File: src/rtl/mem_port_arbiter.sv
// Two-requester round-robin arbiter and sequencer for a single start/ready memory port.
// Requester A is instruction fetch, B is data; one transaction in flight, with a timeout watchdog.
module mem_port_arbiter #(
  parameter int AW             = 32,
  parameter int DW             = 32,
  parameter int TIMEOUT_CYCLES = 16
) (
  input  logic          clk,
  input  logic          reset,
  input  logic          a_req,
  input  logic          a_rwn,
  input  logic [AW-1:0] a_addr,
  input  logic [DW-1:0] a_wdata,
  output logic [DW-1:0] a_rdata,
  output logic          a_done,
  output logic          a_err,
  input  logic          b_req,
  input  logic          b_rwn,
  input  logic [AW-1:0] b_addr,
  input  logic [DW-1:0] b_wdata,
  output logic [DW-1:0] b_rdata,
  output logic          b_done,
  output logic          b_err,
  output logic          mem_start,
  output logic          mem_rwn,
  output logic [AW-1:0] mem_address,
  output logic [DW-1:0] mem_data_in,
  input  logic [DW-1:0] mem_data_out,
  input  logic          mem_ready
);

  typedef enum logic [1:0] {IDLE, ISSUE, WAIT, DONE} state_t;

  localparam int WDW = $clog2(TIMEOUT_CYCLES + 1);
  localparam logic [WDW-1:0] WD_LAST = WDW'(TIMEOUT_CYCLES - 1);

  state_t         state_q, state_d;
  logic           grant_q, grant_d;   // 1 = B
  logic           last_q, last_d;     // last requester served, 1 = B
  logic           hold_q, hold_d;     // grant decided but memory not yet ready
  logic           err_q, err_d;
  logic [WDW-1:0] wd_q, wd_d;
  logic           rwn_q, rwn_d;
  logic [AW-1:0]  addr_q, addr_d;
  logic [DW-1:0]  wdata_q, wdata_d;
  logic [DW-1:0]  a_rdata_q, a_rdata_d;
  logic [DW-1:0]  b_rdata_q, b_rdata_d;
  logic           pick_b;

  always_comb begin
    state_d   = state_q;
    grant_d   = grant_q;
    last_d    = last_q;
    hold_d    = hold_q;
    err_d     = err_q;
    wd_d      = wd_q;
    rwn_d     = rwn_q;
    addr_d    = addr_q;
    wdata_d   = wdata_q;
    a_rdata_d = a_rdata_q;
    b_rdata_d = b_rdata_q;
    pick_b    = 1'b0;

    case (state_q)
      IDLE: begin
        // A held decision survives req changes while the memory is still busy.
        if (hold_q)              pick_b = grant_q;
        else if (a_req && b_req) pick_b = ~last_q;
        else                     pick_b = b_req;

        if (hold_q || a_req || b_req) begin
          grant_d = pick_b;
          if (mem_ready) begin
            hold_d  = 1'b0;
            err_d   = 1'b0;
            wd_d    = '0;
            rwn_d   = pick_b ? b_rwn   : a_rwn;
            addr_d  = pick_b ? b_addr  : a_addr;
            wdata_d = pick_b ? b_wdata : a_wdata;
            state_d = ISSUE;
          end else begin
            hold_d  = 1'b1;
          end
        end
      end
      ISSUE: state_d = WAIT;
      WAIT: begin
        wd_d = wd_q + WDW'(1);
        if (mem_ready) begin
          if (rwn_q) begin
            if (grant_q) b_rdata_d = mem_data_out;
            else         a_rdata_d = mem_data_out;
          end
          state_d = DONE;
        end else if (wd_q == WD_LAST) begin
          err_d   = 1'b1;
          state_d = DONE;
        end
      end
      DONE: begin
        last_d  = grant_q;
        wd_d    = '0;
        state_d = IDLE;
      end
      default: state_d = IDLE;
    endcase
  end

  always_ff @(posedge clk or negedge reset) begin
    if (!reset) begin
      state_q   <= IDLE;
      grant_q   <= 1'b0;
      last_q    <= 1'b1;
      hold_q    <= 1'b0;
      err_q     <= 1'b0;
      wd_q      <= '0;
      rwn_q     <= 1'b0;
      addr_q    <= '0;
      wdata_q   <= '0;
      a_rdata_q <= '0;
      b_rdata_q <= '0;
    end else begin
      state_q   <= state_d;
      grant_q   <= grant_d;
      last_q    <= last_d;
      hold_q    <= hold_d;
      err_q     <= err_d;
      wd_q      <= wd_d;
      rwn_q     <= rwn_d;
      addr_q    <= addr_d;
      wdata_q   <= wdata_d;
      a_rdata_q <= a_rdata_d;
      b_rdata_q <= b_rdata_d;
    end
  end

  assign mem_start   = (state_q == ISSUE);
  assign mem_rwn     = rwn_q;
  assign mem_address = addr_q;
  assign mem_data_in = wdata_q;
  assign a_done      = (state_q == DONE) && !grant_q;
  assign b_done      = (state_q == DONE) &&  grant_q;
  assign a_err       = a_done && err_q;
  assign b_err       = b_done && err_q;
  assign a_rdata     = a_rdata_q;
  assign b_rdata     = b_rdata_q;

endmodule

File: config.mk
export PLATFORM = sky130hd
export DESIGN_NAME = mem_port_arbiter
export DESIGN_NICKNAME = d
export VERILOG_FILES = /design/src/rtl/mem_port_arbiter.sv
export SDC_FILE = /design/constraint.sdc
export NUM_CORES = 1
export LEC_CHECK = 0
export ABC_AREA = 1
export CORE_ASPECT_RATIO = 0.8
export CORE_UTILIZATION = 25
export DETAILED_ROUTE_END_ITERATION = 10
export PLACE_DENSITY = 0.51
export SYNTH_ARGS = -nofsm -noshare
export SYNTH_HDL_FRONTEND = slang
export SYNTH_SLANG_ARGS = --single-unit
File: constraint.sdc
create_clock -name clk -period 1.9 [get_ports clk]
set_input_delay 0.19 -clock clk [delete_from_list [all_inputs] [get_ports clk]]
set_output_delay 0.19 -clock clk [all_outputs]
set_load 0.005 [all_outputs]
After elaboration in Yosys (flattened, before gate mapping)
Index checks and enable logic that the tools add are counted.

Equal/unequal tests: 9. Bitwise gates (word level): 2. $add $sub $neg: 1. Mux-type cells: 20. Reduce and logical (&&, ||, !) cells: 18.

Operators with widths (number): two-way mux 32 bit (2); case mux 5 bit (3 select lines) (1); two-way mux 5 bit (2); two-way mux 1 bit (9); AND reduction 3 bit (3); two-way mux 2 bit (4); inequality test 2 bit (second input constant) (4); case mux 2 bit (4 select lines) (1); AND reduction 4 bit (2); adder 5 x 1 -> 5 bit (second input constant) (1); equality test 5 x 4 -> 1 bit (second input constant) (1); logical AND 1 bit (5); AND reduction 5 bit (1); equality test 2 bit (second input constant) (2); inequality test 3 bit (second input constant) (1); nonzero test 3 bit (1); equality test 2 x 1 -> 1 bit (second input constant) (1); zero test 2 bit (1); logical OR 1 bit (2); inverter 1 bit (2); case mux 1 bit (2 select lines) (1); AND reduction 2 bit (1); nonzero test 2 bit (1); zero test 1 bit (1).

Bits of input ports: 167. Flip-flop bits (word level): 140. Output and inout bits: 134.

Logic depth before layout (Yosys ltp)
Depth in word-level cells: 5. Gate-level depth with buffers: 9. Depth with buffers taken out: 9.

Worst setup path before layout
OpenSTA, ideal clock, no wires.

Kind: register to register. Start point: reg state_q[0]. End point: reg rwn_q (netlist: mem_rwn). Required time: 1.783 ns. Arrival time: 1.333 ns. Clock period less this slack: 1.450 ns. Stages on the path, launching flop included: 10. Path slack: 0.450 ns. Setup time: 0.117 ns. Path through: dfrtp_1 -> inv_1 -> ha_1 -> nand2_2 -> nor2_4 -> inv_2 -> buf_6 -> buf_2 -> nand2_1 -> nand2_1.

Longest elaborated chain between the ends: 2.

Ends and longest elaborated chain: from (decl) (RTL line 37) `state_t state_q, state_d;`; from (signal assigned) (RTL line 123) `state_q <= state_d;`; zero test 2 bit (RTL line 64) `case (state_q)`; AND reduction 3 bit (no line); to (signal assigned) (RTL line 129) `rwn_q <= rwn_d;`; to (decl) (RTL line 43) `logic rwn_q, rwn_d;`.

No other way between the ends. A chain may end at the register's enable or synchronous reset.

Worst setup path after layout
Start point: reg state_q[0]. End point: reg b_rdata_q[15] (netlist: b_rdata[15]).

Longest elaborated chain between the ends: 2.

Ends and longest elaborated chain: equality test 2 bit (RTL line 64); AND reduction 4 bit (no line); to (signal assigned) (RTL line 133) `b_rdata_q <= b_rdata_d;`; to (decl) (RTL line 47) `logic [DW-1:0] b_rdata_q, b_rdata_d;`.

No other way between the ends.

==> run metrics <==
crit path time final=1730 ps; Pwr Density=~1500 mW/mm²; met2 track demand over resource=26.5%; nature of the critical path startpoint=flop; area of the multi-input gates=0.00243 mm²; CTS tree=done; Seq/Total Area, Yosys=approximately half; final hold vios=0; count of input and output buffers=300; Net Count, Synth=between 1000 and 1500; Synthesis Warnings=0; Syn Inst Count=roughly 900; async set or reset register ratio after synthesis=100%; synth cell count leaders=263 x nand2_1, 177 x inv_1, 139 x dfrtp_1, 71 x nand3_1, 68 x nand4_1; Setup Total Neg Slack=0 ps; WP data required=~2200 ps; fin nets=1365; placed cell count=roughly 1500; Post-synth EDFFs=0; Final Skew=10.5 ps; first-pass GRT wire length=roughly 37000 µm; Die X=around 190 µm; Routed WL per cell=between 10 and 15 µm; # clock sinks=140; final slew viol count=0; count leader, synth=nand2_1; Site Rows=54; CP Class=reg2reg; crit path DAT=~2100 ps; Die ar.=roughly 0.028 mm²; crit-path leading delay family=buffers and inverters; first-pass detailed-route iteration total=5; routed wire length=about 23000 µm; CTS buffer count=17; fraction of layout cells with a size suffix above 1=~5.9%; vias in the first global route=6630; Clock Pin Slew Worst Setup and Hold Paths=70 ps; final cell count without fillers=roughly 1600; critical-path cell list=buf_4 -> inv_1 -> ha_1 -> nand3_1 -> nor2_4 -> buf_12 -> nor2_1 -> a21oi_1; met1 usage=22.3%; Crit Path Max Fanout=38; Maximum Capacitance Violations=0; outcome=finished, final reports clean; met3 GRT Util=between 4 and 5%; vias per cell=4.18; P&R area growth vs syn=58.7%; FMAX=approximately 580 MHz; initial antenna violation count=1; CTS H-Tree Depth=4; leading post-synthesis cells by cell area=dfrtp_1 50%, nand2_1 14%, inv_1 9.6%; First DRT Iteration DRCs=slightly below 300; gr busiest metal=met2; worst hold-check path type=in2async; CTS root buf=clkbuf_16; CP max stage cell=dfrtp_1; Layout fillers=~2800; pin count of the biggest net entering global routing=65; # IOs=301; Clk Latency, worst-skew pair=roughly 410 ps; clk buf depth=2; Synth top area share=approximately 50%; Reg area=about 0.0035 mm²; RSZ-0062 raised after global routing=no; ys flop type=dfrtp_1; Max-Slew Margin vs Limit=between 70% and 80%; syn avg cell area=7.69 µm²; Die Height=151 µm; DP Wirelength=16300 µm; Routed Antenna Nets=0; Synth Cell Area=between 0.006 and 0.007 mm²; Final GP Congestion=0.769; Netlist cell types=23; Leak=5.60 nW; Core Footprint=0.0273 mm²; CP Capture Type=flop; Yosys reg bits=140; DRC=0; crit path buf inv count=3; CP peak stage delay=about 400 ps; starting density of the core=around a quarter; Tightest Pin Transition=about 350 ps; vias post-DR=between 6000 and 7000; Final Cycle Share=between 90% and 100%; Worst VDD drop=~0.58 mV; GRT Util Overall=16.7%; Final setup viols=0; largest area contributor in the synthesized netlist=dfrtp_1; total congestion overflow=0
[worst paths after layout]
check | to | slack, ps | startpoint | cells after the start
min in group clk | b_rdata[30]$_DFFE_PN0P_ | 330 | mem_data_out[30] | 3
hold / removal | mem_data_in[27]$_DFFE_PN0P_ | 240 | reset | 2
setup reg to reg | b_rdata[15]$_DFFE_PN0P_ | 170 | state_q[0]$_DFFE_PN0P_ | 8
max in group asynchronous | b_rdata[21]$_DFFE_PN0P_ | 1070 | reset | 3
hold reg to reg | last_q$_DFFE_PN1N_ | 470 | last_q$_DFFE_PN1N_ | 2
setup / recovery | b_rdata[15]$_DFFE_PN0P_ | 170 | state_q[0]$_DFFE_PN0P_ | 8
[routing by layer]
layer	part of all wire [%]	vias to the layer above
met5	0	-
met4	0.77	0
met3	8.6	11
met2	44	238
met1	46	2938
li1	-	3372
[timing repair]
action	in CTS	in global routing
gates resized for setup	3	3
hold buffers	1	0
pin swaps	0	1
hold endpoints to repair	27	0
endpoints found under the setup margin	4	3
setup buffers	2	0
[report_power, final]
part | internal, W | total, W | leakage [nW] | switching [W]
logic | 0.00411 | 0.00771 | 3.59 | 0.00360
registers | 0.00441 | 0.00521 | 1.74 | 0.000804
clock network | 0.00173 | 0.00323 | 0.262 | 0.00150
[worst register-to-register path, delay by kind of cell (launching register included)]
family,cells,cell delay (ps)
DFF,1,390
AOI/OAI and AO/OA,1,120
buffers and inverters,3,440
adders and majority gates,1,280
and+or+nand+nor,3,440
[placed cells by master, fill, tap and decap left out, drive strengths merged]
cell type,instances
nand2,267
o21ai,33
clkdlybuf4s50,294
ha,6
clkbuf,18
dfrtp,139
a21oi,33
diode,1
dfstp,1
inv,187
nor3b,1
buf,26
nand4,69
nand3,73
nor3,1
dlygate4sd3,1
clkinvlp,4
clkinv,2
nor2,45
dlygate4sd2,2
dlymetal6s2s,3
[layout make-up]
cell class | instances | area share, %
multi-input cells | 528 | 22.1
inverters | 179 | 6.11
well taps | 364 | 4.14
clock inverters | 14 | 1.16
diodes | 1 | 0.0227
repair buffers | 326 | 30.7
clock buffers | 18 | 3.90
flip-flops and latches | 140 | 31.8
[cell families (layout without fill, tap and decap cells)]
group,Yosys count,in the layout,synth area share (%)
AND/OR/NAND/NOR,456,456,29.2
buffers and inverters,234,537,14.4
flip-flops,140,140,50.5
AO/OA/AOI/OAI,66,66,4.76
adder cells (fa/ha/maj),6,6,1.08
other,0,1,0
[sequential cells by signal, indices dropped and copies added (netlist names)]
signal,flops
mem_address,32
mem_rwn,1
b_rdata,32
hold_q,1
mem_data_in,32
a_rdata,32
grant_q,1
state_q,2
last_q,1
err_q,1
wd_q,5
[per-stage QoR]
step / instance area [µm²] / power, W / utilization (%) / setup WS (ps) / hold WS [ps]
finish: 11000 / 0.0161 / 40.3 / 173 / 237
global route: 11000 / 0.0175 / 40.3 / 3.79 / 247
CTS: 11000 / 0.0164 / 40.3 / 12.5 / 242
detailed placement: 10400 / 0.0131 / 38.2 / 208 / 114
global placement: 10400 / 0.0130 / 38.2 / 244 / 118
floorplan: 6940 / 0.00858 / - / 450 / -106
(Power assumes the default switching activity.)
